[src/rtl/seg7_pkg.sv]
// Shared definitions for the seven-segment scan counter.
//   digit_t    : one 4-bit BCD/hex digit
//   seg_t      : segment pattern, bit SegA (0) = a ... bit SegG (6) = g, active high
//   seg_encode : digit -> segment pattern (0..9, A, b, C, d, E, F)
package seg7_pkg;

  typedef logic [3:0] digit_t;

  localparam int unsigned SegWidth = 7;
  typedef logic [SegWidth-1:0] seg_t;

  // Segment bit positions within seg_t.
  localparam int unsigned SegA = 0;
  localparam int unsigned SegB = 1;
  localparam int unsigned SegC = 2;
  localparam int unsigned SegD = 3;
  localparam int unsigned SegE = 4;
  localparam int unsigned SegF = 5;
  localparam int unsigned SegG = 6;

  localparam seg_t SegBlank = 7'h00;
  localparam seg_t SegDig0  = 7'h3F;
  localparam seg_t SegDig1  = 7'h06;
  localparam seg_t SegDig2  = 7'h5B;
  localparam seg_t SegDig3  = 7'h4F;
  localparam seg_t SegDig4  = 7'h66;
  localparam seg_t SegDig5  = 7'h6D;
  localparam seg_t SegDig6  = 7'h7D;
  localparam seg_t SegDig7  = 7'h07;
  localparam seg_t SegDig8  = 7'h7F;
  localparam seg_t SegDig9  = 7'h6F;
  localparam seg_t SegDigA  = 7'h77;
  localparam seg_t SegDigB  = 7'h7C;
  localparam seg_t SegDigC  = 7'h39;
  localparam seg_t SegDigD  = 7'h5E;
  localparam seg_t SegDigE  = 7'h79;
  localparam seg_t SegDigF  = 7'h71;

  function automatic seg_t seg_encode(digit_t d);
    seg_t s;
    case (d)
      4'h0:    s = SegDig0;
      4'h1:    s = SegDig1;
      4'h2:    s = SegDig2;
      4'h3:    s = SegDig3;
      4'h4:    s = SegDig4;
      4'h5:    s = SegDig5;
      4'h6:    s = SegDig6;
      4'h7:    s = SegDig7;
      4'h8:    s = SegDig8;
      4'h9:    s = SegDig9;
      4'hA:    s = SegDigA;
      4'hB:    s = SegDigB;
      4'hC:    s = SegDigC;
      4'hD:    s = SegDigD;
      4'hE:    s = SegDigE;
      default: s = SegDigF;
    endcase
    return s;
  endfunction

endpackage

[src/rtl/seg7_scan_counter_if.sv]
// Control/display bundle of the scan counter.
//   master : drives ena, up_dn, pause, clear, blank_lz; observes the display and count
//   slave  : the counter itself
interface seg7_scan_counter_if #(
  parameter int unsigned DIGITS = 4
) ();
  import seg7_pkg::*;

  logic                  ena;
  logic                  up_dn;
  logic                  pause;
  logic                  clear;
  logic                  blank_lz;
  seg_t                  segments;
  logic                  dp;
  logic [DIGITS-1:0]     digit_sel;
  logic [4*DIGITS-1:0]   count;
  logic                  wrap;

  modport master (
    output ena, up_dn, pause, clear, blank_lz,
    input  segments, dp, digit_sel, count, wrap
  );

  modport slave (
    input  ena, up_dn, pause, clear, blank_lz,
    output segments, dp, digit_sel, count, wrap
  );

endinterface

[src/rtl/seg7_decode.sv]
// Combinational digit -> segment decoder.
//   digit_i : digit value to show
//   blank_i : force all segments off
//   seg_o   : segment pattern, active high
module seg7_decode
  import seg7_pkg::*;
(
  input  digit_t digit_i,
  input  logic   blank_i,
  output seg_t   seg_o
);

  always_comb begin
    seg_o = blank_i ? SegBlank : seg_encode(digit_i);
  end

endmodule

[src/rtl/seg7_scan_counter.sv]
// Multi-digit BCD/hex up/down counter with a time-multiplexed seven-segment display.
//   clk   : system clock
//   rst_n : asynchronous active-low reset
//   bus   : slave side of seg7_scan_counter_if (controls in; segments, dp, digit_sel,
//           count, wrap out). Display outputs are registered.
module seg7_scan_counter
  import seg7_pkg::*;
#(
  parameter int unsigned DIGITS   = 4,
  parameter int unsigned TICK_DIV = 10_000_000,
  parameter int unsigned SCAN_DIV = 1024,
  parameter int unsigned HEX      = 0
) (
  input  logic               clk,
  input  logic               rst_n,
  seg7_scan_counter_if.slave bus
);

  localparam int unsigned PreW  = (TICK_DIV > 1) ? $clog2(TICK_DIV) : 1;
  localparam int unsigned ScanW = (SCAN_DIV > 1) ? $clog2(SCAN_DIV) : 1;
  localparam int unsigned IdxW  = (DIGITS > 1) ? $clog2(DIGITS) : 1;

  localparam logic [PreW-1:0]  PreMax   = PreW'(TICK_DIV - 1);
  localparam logic [ScanW-1:0] ScanMax  = ScanW'(SCAN_DIV - 1);
  localparam logic [IdxW-1:0]  IdxMax   = IdxW'(DIGITS - 1);
  localparam digit_t           DigitMax = (HEX != 0) ? 4'hF : 4'h9;

  logic [PreW-1:0]         presc_q, presc_d;
  digit_t [DIGITS-1:0]     cnt_q, cnt_d, cnt_step;
  logic [ScanW-1:0]        scan_q, scan_d;
  logic [IdxW-1:0]         idx_q, idx_d;
  logic [DIGITS-1:0]       sel_q, sel_d;
  seg_t                    seg_q, seg_d;
  logic                    dp_q, dp_d;
  logic                    wrap_q, wrap_d;

  logic                    tick;
  logic                    carry;
  digit_t                  cur_digit;
  logic                    cur_blank;
  seg_t                    cur_seg;

  assign tick = bus.ena && !bus.pause && (presc_q == PreMax);

  // Ripple increment/decrement; carry surviving past the top digit means every digit rolled
  // over, i.e. the whole counter wrapped.
  always_comb begin
    cnt_step = cnt_q;
    carry    = 1'b1;
    for (int i = 0; i < DIGITS; i++) begin
      if (carry) begin
        if (bus.up_dn) begin
          if (cnt_q[i] == DigitMax) begin
            cnt_step[i] = '0;
          end else begin
            cnt_step[i] = cnt_q[i] + 4'd1;
            carry       = 1'b0;
          end
        end else begin
          if (cnt_q[i] == '0) begin
            cnt_step[i] = DigitMax;
          end else begin
            cnt_step[i] = cnt_q[i] - 4'd1;
            carry       = 1'b0;
          end
        end
      end
    end
  end

  // Digit under the scan pointer, and whether it is a leading zero (itself and all higher
  // digits zero). Digit 0 is never blanked.
  always_comb begin
    cur_digit = '0;
    cur_blank = bus.blank_lz && (idx_q != '0);
    for (int i = 0; i < DIGITS; i++) begin
      if (IdxW'(i) == idx_q) begin
        cur_digit = cnt_q[i];
      end
      if ((IdxW'(i) >= idx_q) && (cnt_q[i] != '0)) begin
        cur_blank = 1'b0;
      end
    end
  end

  seg7_decode u_decode (
    .digit_i (cur_digit),
    .blank_i (cur_blank),
    .seg_o   (cur_seg)
  );

  always_comb begin
    presc_d = presc_q;
    cnt_d   = cnt_q;
    scan_d  = scan_q;
    idx_d   = idx_q;
    sel_d   = '0;
    seg_d   = SegBlank;
    dp_d    = 1'b0;
    wrap_d  = 1'b0;

    if (bus.ena) begin
      // Clear beats a coincident step and suppresses its wrap.
      if (bus.clear) begin
        presc_d = '0;
        cnt_d   = '0;
      end else if (!bus.pause) begin
        if (tick) begin
          presc_d = '0;
          cnt_d   = cnt_step;
          wrap_d  = carry;
        end else begin
          presc_d = presc_q + PreW'(1);
        end
      end

      if (scan_q == ScanMax) begin
        scan_d = '0;
        idx_d  = (idx_q == IdxMax) ? '0 : idx_q + IdxW'(1);
      end else begin
        scan_d = scan_q + ScanW'(1);
      end

      for (int i = 0; i < DIGITS; i++) begin
        sel_d[i] = (IdxW'(i) == idx_q);
      end
      seg_d = cur_seg;
      dp_d  = bus.pause && (idx_q == '0);
    end
  end

  always_ff @(posedge clk or negedge rst_n) begin
    if (!rst_n) begin
      presc_q <= '0;
      cnt_q   <= '0;
      scan_q  <= '0;
      idx_q   <= '0;
      sel_q   <= '0;
      seg_q   <= SegBlank;
      dp_q    <= 1'b0;
      wrap_q  <= 1'b0;
    end else begin
      presc_q <= presc_d;
      cnt_q   <= cnt_d;
      scan_q  <= scan_d;
      idx_q   <= idx_d;
      sel_q   <= sel_d;
      seg_q   <= seg_d;
      dp_q    <= dp_d;
      wrap_q  <= wrap_d;
    end
  end

  assign bus.segments  = seg_q;
  assign bus.dp        = dp_q;
  assign bus.digit_sel = sel_q;
  assign bus.count     = cnt_q;
  assign bus.wrap      = wrap_q;

endmodule

[src/flat_wrapper.sv]
// flat-port wrapper written by rule: the top's interface ports become plain ports
module seg7_scan_counter_flat import seg7_pkg::*;
#(
  parameter int unsigned DIGITS   = 4,
  parameter int unsigned TICK_DIV = 10_000_000,
  parameter int unsigned SCAN_DIV = 1024,
  parameter int unsigned HEX      = 0
)
  (clk, rst_n, bus_ena, bus_up_dn, bus_pause, bus_clear, bus_blank_lz, bus_segments, bus_dp, bus_digit_sel, bus_count, bus_wrap);
  seg7_scan_counter_if #(.DIGITS(DIGITS)) bus_i ();
  input  logic clk;
  input  logic rst_n;
  input wire logic [$bits(bus_i.ena)-1:0] bus_ena;
  input wire logic [$bits(bus_i.up_dn)-1:0] bus_up_dn;
  input wire logic [$bits(bus_i.pause)-1:0] bus_pause;
  input wire logic [$bits(bus_i.clear)-1:0] bus_clear;
  input wire logic [$bits(bus_i.blank_lz)-1:0] bus_blank_lz;
  output wire logic [$bits(bus_i.segments)-1:0] bus_segments;
  output wire logic [$bits(bus_i.dp)-1:0] bus_dp;
  output wire logic [$bits(bus_i.digit_sel)-1:0] bus_digit_sel;
  output wire logic [$bits(bus_i.count)-1:0] bus_count;
  output wire logic [$bits(bus_i.wrap)-1:0] bus_wrap;
  assign bus_i.ena = bus_ena;
  assign bus_i.up_dn = bus_up_dn;
  assign bus_i.pause = bus_pause;
  assign bus_i.clear = bus_clear;
  assign bus_i.blank_lz = bus_blank_lz;
  assign bus_segments = bus_i.segments;
  assign bus_dp = bus_i.dp;
  assign bus_digit_sel = bus_i.digit_sel;
  assign bus_count = bus_i.count;
  assign bus_wrap = bus_i.wrap;
  seg7_scan_counter #(.DIGITS(DIGITS), .TICK_DIV(TICK_DIV), .SCAN_DIV(SCAN_DIV), .HEX(HEX)) u_core (.clk(clk), .rst_n(rst_n), .bus(bus_i));
endmodule
[config.mk]
export PLATFORM = sky130hd
export DESIGN_NAME = seg7_scan_counter_flat
export DESIGN_NICKNAME = d
export VERILOG_FILES = /design/src/rtl/seg7_pkg.sv /design/src/rtl/seg7_scan_counter_if.sv /design/src/rtl/seg7_decode.sv /design/src/rtl/seg7_scan_counter.sv /design/src/flat_wrapper.sv
export SDC_FILE = /design/constraint.sdc
export NUM_CORES = 1
export LEC_CHECK = 0
export CAP_MARGIN = 25
export CORE_MARGIN = 2
export CORE_UTILIZATION = 41
export DETAILED_ROUTE_END_ITERATION = 6
export GPL_TIMING_DRIVEN = 0
export SLEW_MARGIN = 0
export SYNTH_ARGS = -nofsm -noshare
export SYNTH_HDL_FRONTEND = slang
export SYNTH_SLANG_ARGS = --single-unit
export TNS_END_PERCENT = 30
[constraint.sdc]
create_clock -name clk -period 3.86 [get_ports clk]
set_clock_uncertainty 0.05 [all_clocks]
set_input_delay 0.772 -clock clk [delete_from_list [all_inputs] [get_ports clk]]
set_output_delay 0.772 -clock clk [all_outputs]
set_load 0.05 [all_outputs]
## Word-level counts from Yosys, hierarchy flattened

Memory sizes are Yosys's and may differ from the RTL's.
Cells that the tools add are included.

| operators by class | value |
|---|---|
| equality and inequality tests | 11 |
| multiplexer cells | 54 |
| order comparisons | 4 |
| reduce and logical (&&, ||, !) cells | 29 |
| $add $sub $neg | 11 |

Operators with widths:

| cell | number |
|---|---|
| $mux W4 | 20 |
| $mux W24 | 3 |
| $mux W16 | 3 |
| $add A24 B1 Y24 const B | 1 |
| $eq A24 B24 Y1 const B | 1 |
| $mux W1 | 24 |
| $add A4 B1 Y4 const B | 4 |
| $eq A4 B4 Y1 const B | 4 |
| $logic_not A4 Y1 | 4 |
| $reduce_bool A4 Y1 | 4 |
| $sub A4 B1 Y4 const B | 4 |
| $mux W7 | 2 |
| $reduce_and A4 Y1 | 3 |
| $add A10 B1 Y10 const B | 1 |
| $eq A10 B10 Y1 const B | 1 |
| $mux W10 | 1 |
| $reduce_bool A2 Y1 | 5 |
| $logic_and A1 B1 Y1 | 8 |
| $eq A2 B2 Y1 const A | 2 |
| $ge A1 B2 Y1 const A | 2 |
| $ge A2 B2 Y1 const A | 2 |
| $reduce_and A2 Y1 | 2 |
| $reduce_and A3 Y1 | 1 |
| $add A2 B1 Y2 const B | 1 |
| 6 further kinds | 6 |

| storage, ports and cells | value |
|---|---|
| flip-flop bits (word level) | 65 |
| output and inout bits | 29 |
| memories kept | 1 |
| logic and storage cells | 121 |
| bits of input ports | 7 |
| bits in read-only memories | 112 |

Memories:

| name | depth | width | read ports | clocked after Yosys merged registers in | wr ports | RTL line | text |
|---|---|---|---|---|---|---|---|
| (name not given) | 16 | 7 | 1 | 0 | 0 | seg7_pkg.sv:41 | `case (d)` |

## Depth between registers and ports, before layout

| logic depth | value |
|---|---|
| depth after elaboration | 10 |
| mapped depth | 12 |
| gate-level depth less buffers | 11 |

## By module

A second synthesis with hierarchy kept.

| unflattened totals | value |
|---|---|
| cells, all modules | 470 |
| area total of the unflattened synthesis | 4116.4 µm² |

By module, submodules not included:

| module | area an instance (µm²) | sequential area each (µm²) | cells each | times used |
|---|---|---|---|---|
| seg7_scan_counter | 3847.4 | 1626.6 | 437 | 1 |
| seg7_decode | 269.0 | 0.0 | 33 | 1 |

## Worst setup path before layout

OpenSTA, ideal clock, no wires.

| timing path | value |
|---|---|
| kind | input to register |
| start point | input port bus_up_dn |
| end point | register u_core.cnt_q, in the netlist u_core.bus.count[13] |
| library setup time | 0.126 ns |
| data arrival time | 2.214 ns |
| stages | 6 |
| path slack | 1.470 ns |
| data required time | 3.684 ns |
| buffers on the path | 1 |
| cell sequence | clkbuf_1 > or3_1 > a211oi_1 > nand4_1 > or2_1 > a221o_1 |

| on the way | value |
|---|---|
| word-level cells in the longest chain between the ends | 5 |
| elaborated cells between the ends (all ways) | 12 |
| classes of those cells | mux (10); reduce/logical (2) |

RTL lines:

| item | RTL line | text |
|---|---|---|
| from (decl) | flat_wrapper.sv:14 | `input wire logic [$bits(bus_i.up_dn)-1:0] bus_up_dn;` |
| $mux W1 or $mux W4 (tied branches) | seg7_scan_counter.sv:52 | `if (bus.up_dn) begin` |
| $mux W1 or $mux W4 (tied branches) | seg7_scan_counter.sv:51 | `if (carry) begin` |
| $mux W1 or $mux W16 (tied branches) | seg7_scan_counter.sv:51, seg7_scan_counter.sv:108 |  |
| $reduce_bool A2 Y1 (no source line) or $mux W16 (tied branches) | n/a |  |
| $reduce_and A4 Y1 (no source line) or $mux W16 (tied branches) | n/a |  |
| to (signal assigned) | seg7_scan_counter.sv:144 | `cnt_q <= cnt_d;` |
| to (decl) | seg7_scan_counter.sv:29 | `digit_t [DIGITS-1:0] cnt_q, cnt_d, cnt_step;` |

Parallel ways exist; a longest one is shown, timed or not. The select of a mux whose other input is x is not followed.
A chain may end at the register's enable or synchronous reset.

## Worst setup path in the final report

| timing path | value |
|---|---|
| start point | input port bus_pause |
| end point | register u_core.cnt_q, in the netlist u_core.bus.count[2] |

| on the way | value |
|---|---|
| word-level cells in the longest chain between the ends | 5 |
| elaborated cells between the ends (all ways) | 6 |
| classes of those cells | eq/ne (1); reduce/logical (5) |

RTL lines:

| item | RTL line | text |
|---|---|---|
| from (decl) | flat_wrapper.sv:15 | `input wire logic [$bits(bus_i.pause)-1:0] bus_pause;` |
| $logic_not A1 Y1 | n/a |  |
| $logic_and A1 B1 Y1 (2 in series) | seg7_scan_counter.sv:43 | `assign tick = bus.ena && !bus.pause && (presc_q == PreMax);` |
| $reduce_bool A2 Y1 (no source line) | n/a |  |
| $reduce_and A3 Y1 (no source line) * | n/a |  |

Mark *: on every way between the ends. The rest lies on a longest branch, timed or not.

==> run metrics <==
Power, Total=between 1.5 and 2 mW; antenna viol nets, final=0; final hold viol count=0; dpl cells=approximately 660; CP Class=in2reg; clock latency on the worst-skew pair=~360 ps; Synth warnings=0; Num CTS Buffers=9; antenna violations before repair=0; slew margin rel.=44.6%; detailed placement HPWL=between 7000 and 8000 µm; Post-Layout Cell Count=roughly 670; count leader, synth=dfrtp_1; Pins Over Slew Limit=0; via count=roughly 3,700; Synth Register Bits=65; DRT iter0 DRCs=between 200 and 300; Ant. Diodes=0; clk buf depth=2; Root Driver=clkbuf_8; # DRC=0; # IOs=36; WL/cell=around 16 µm; Worst setup SP type=input pin; EDFF count, synth=0; hold_buf cts=0; Mapped Cells=488; Final Core Density=slightly below 50%; Worst Hold Class=reg2reg; Data arrival, critical path=3300 ps; maximum clock frequency=324 MHz; pwr/cell area=392 nW/µm²; Vias/cell=around 5.6; layout cell share with drive strength beyond 1=6.13%; gr usage total=20.2%; syn_area_per_cell=8.71 µm²; asr flop ratio synth=100%; FILL cells=between 900 and 1,000; required time worst endpoint=4070 ps; area leader, netlist=dfrtp_1; status=completed; Final setup viols=0; die width=106 µm; Synth top area share=approximately two fifths; period utilization=approximately 80%; Starting Density=41.8%; CTS resizes=0; TritonRoute pass-1 iters=5; Hold Path End=u_core.scan_q[9]; Placer Congestion=0.883; crit path max fanout=10; row count=37; prevailing post-synth register cell=dfrtp_1; Max-Cap Viols=0; top cells by area in the synthesized netlist=dfrtp_1 (38%), xnor2_1 (5.1%), nor2_1 (4.4%), ha_1 (3.5%), mux2i_1 (3.5%); vias in the first global route=3,536; Worst setup EP type=register; # H-tree levels=3; hold depth=1; worst hold start=u_core.scan_q[9]; Vert. Die Dim=roughly 110 µm; Routed WL=~11,000 µm; gr ovfl total=0; syn_nets=507; total die area=roughly 11,000 µm²; top post-synthesis cells by count=dfrtp_1 (65), nor2_1 (50), nand2_1 (34), o21ai_0 (27), clkbuf_1 (26); RSZ-0062 raised after global routing=no; CTS tree=built; Reg-to-Reg Start=u_core.idx_q[1]; port bufs=34; largest net degree at the start of global routing=66; Synth cell types=66; Area Growth Syn to Fin=16.8%; Peak VDD IR=approximately 0.00021 V; synthesized area=4250 µm²; fin crit period=3090 ps; wire length of the first global-routing pass=between 15,000 and 20,000 µm; Worst-path clk slew=about 80 ps; setup bufs post-CTS=0; Worst Reg-to-Reg Cells=11; Critical R2R Capture=u_core.bus.segments[6]; r2r setup slk=roughly 1100 ps; fin nets=~550; Pleak=around 2 nW; share of the yosys chip area belonging to registers=a little under two fifths; # clock sinks=65; Worst-Margin Slew=between 800 and 900 ps; core area=10,200 µm²
[where the power goes]
part,internal [mW],switching (mW)
sequential,0.752,0.0746
clock,0.334,0.285
combinational,0.189,0.314
total,1.28,0.674
[routing by layer]
| layer | vias to the layer above | wire length, µm | GRT usage [%] |
|---|---|---|---|
| met1 | 1791 | 5110 | 27.3 |
| met5 | - | 0 | 0 |
| met2 | 83 | 5060 | 33.0 |
| li1 | 1859 | - | - |
| met4 | 0 | 128 | 6.48 |
| met3 | 11 | 458 | 3.40 |
[critical path, cell delays in order]
cell and delay [ps]:
clkdlybuf4s50_1 630, inv_1 150, o21ai_1 590, clkbuf_1 430, buf_1 520, nand2_1 130
o41ai_2 70
[cell usage in the layout, fill, tap and decap left out, types with 5 or more instances in the layout]
cell type,netlist,routed
a211oi_1,6,6
a21oi_1,19,19
a221oi_1,5,5
a2bb2oi_1,5,5
a31oi_1,6,6
and2_1,6,6
and3_1,5,5
clkbuf_1,26,27
clkbuf_8,0,11
clkdlybuf4s50_1,0,33
dfrtp_1,65,65
ha_1,12,12
inv_1,25,25
mux2i_1,15,15
nand2_1,34,34
nand3_1,21,21
nand4_1,8,8
nor2_1,50,50
nor2b_1,5,5
nor3_1,15,15
nor4_1,10,10
o211ai_1,7,7
o21ai_0,27,27
o22ai_1,6,6
o2bb2ai_1,6,6
or3_1,5,5
xnor2_1,25,25
[state kept, by name (all words and copies together), names as in the netlist]
| name | count |
|---|---|
| u_core.bus.segments | 7 |
| u_core.idx_q | 2 |
| u_core.bus.wrap | 1 |
| u_core.presc_q | 24 |
| u_core.bus.digit_sel | 4 |
| u_core.bus.count | 16 |
| u_core.scan_q | 10 |
| u_core.bus.dp | 1 |
[through the flow]
stage | TNS (ps) | hold WS, ps | setup WS, ps | cell area, µm²
after global placement | -20720 | 412 | -324 | 4760
final | 0 | 429 | 772 | 4970
after global routing | 0 | 453 | 537 | 4970
after detailed placement | 0 | 419 | 444 | 4760
after floorplan | 0 | 396 | 1470 | 4250
after CTS | 0 | 432 | 811 | 4970
[worst max path at each step]
stage / from / endpoint / slack (ps)
global placement: rst_n / u_core.scan_q[8] / -320
floorplan: bus_up_dn / u_core.bus.count[13] / 1470
CTS: bus_pause / u_core.bus.count[2] / 810
global route: bus_pause / u_core.bus.count[10] / 540
detailed placement: bus_pause / u_core.bus.count[12] / 440
finish: bus_pause / u_core.bus.count[2] / 770
[logic make-up (layout without fill, tap and decap cells)]
logic type	count (synthesis)	in the layout	share of synthesized area [%]
buffers and inverters	59	109	5.62
xor gates and xnor gates	29	29	5.97
DFF	65	65	38.2
AOI/OAI and AO/OA	117	117	18.9
adders and majority gates	12	12	3.53
muxes	16	16	3.80
and+or+nand+nor	190	190	23.9
[layout make-up]
cell class,count,area (µm²),area share [%]
inverter,25,93.8,1.89
sequential,65,1630,32.7
clock inverter,4,51.3,1.03
tap,136,170,3.43
timing repair buffer,34,338,6.80
clock buffer,12,155,3.12
buffer,34,145,2.92
multi-input combinational,364,2390,48.1
(Power assumes the default switching activity.)
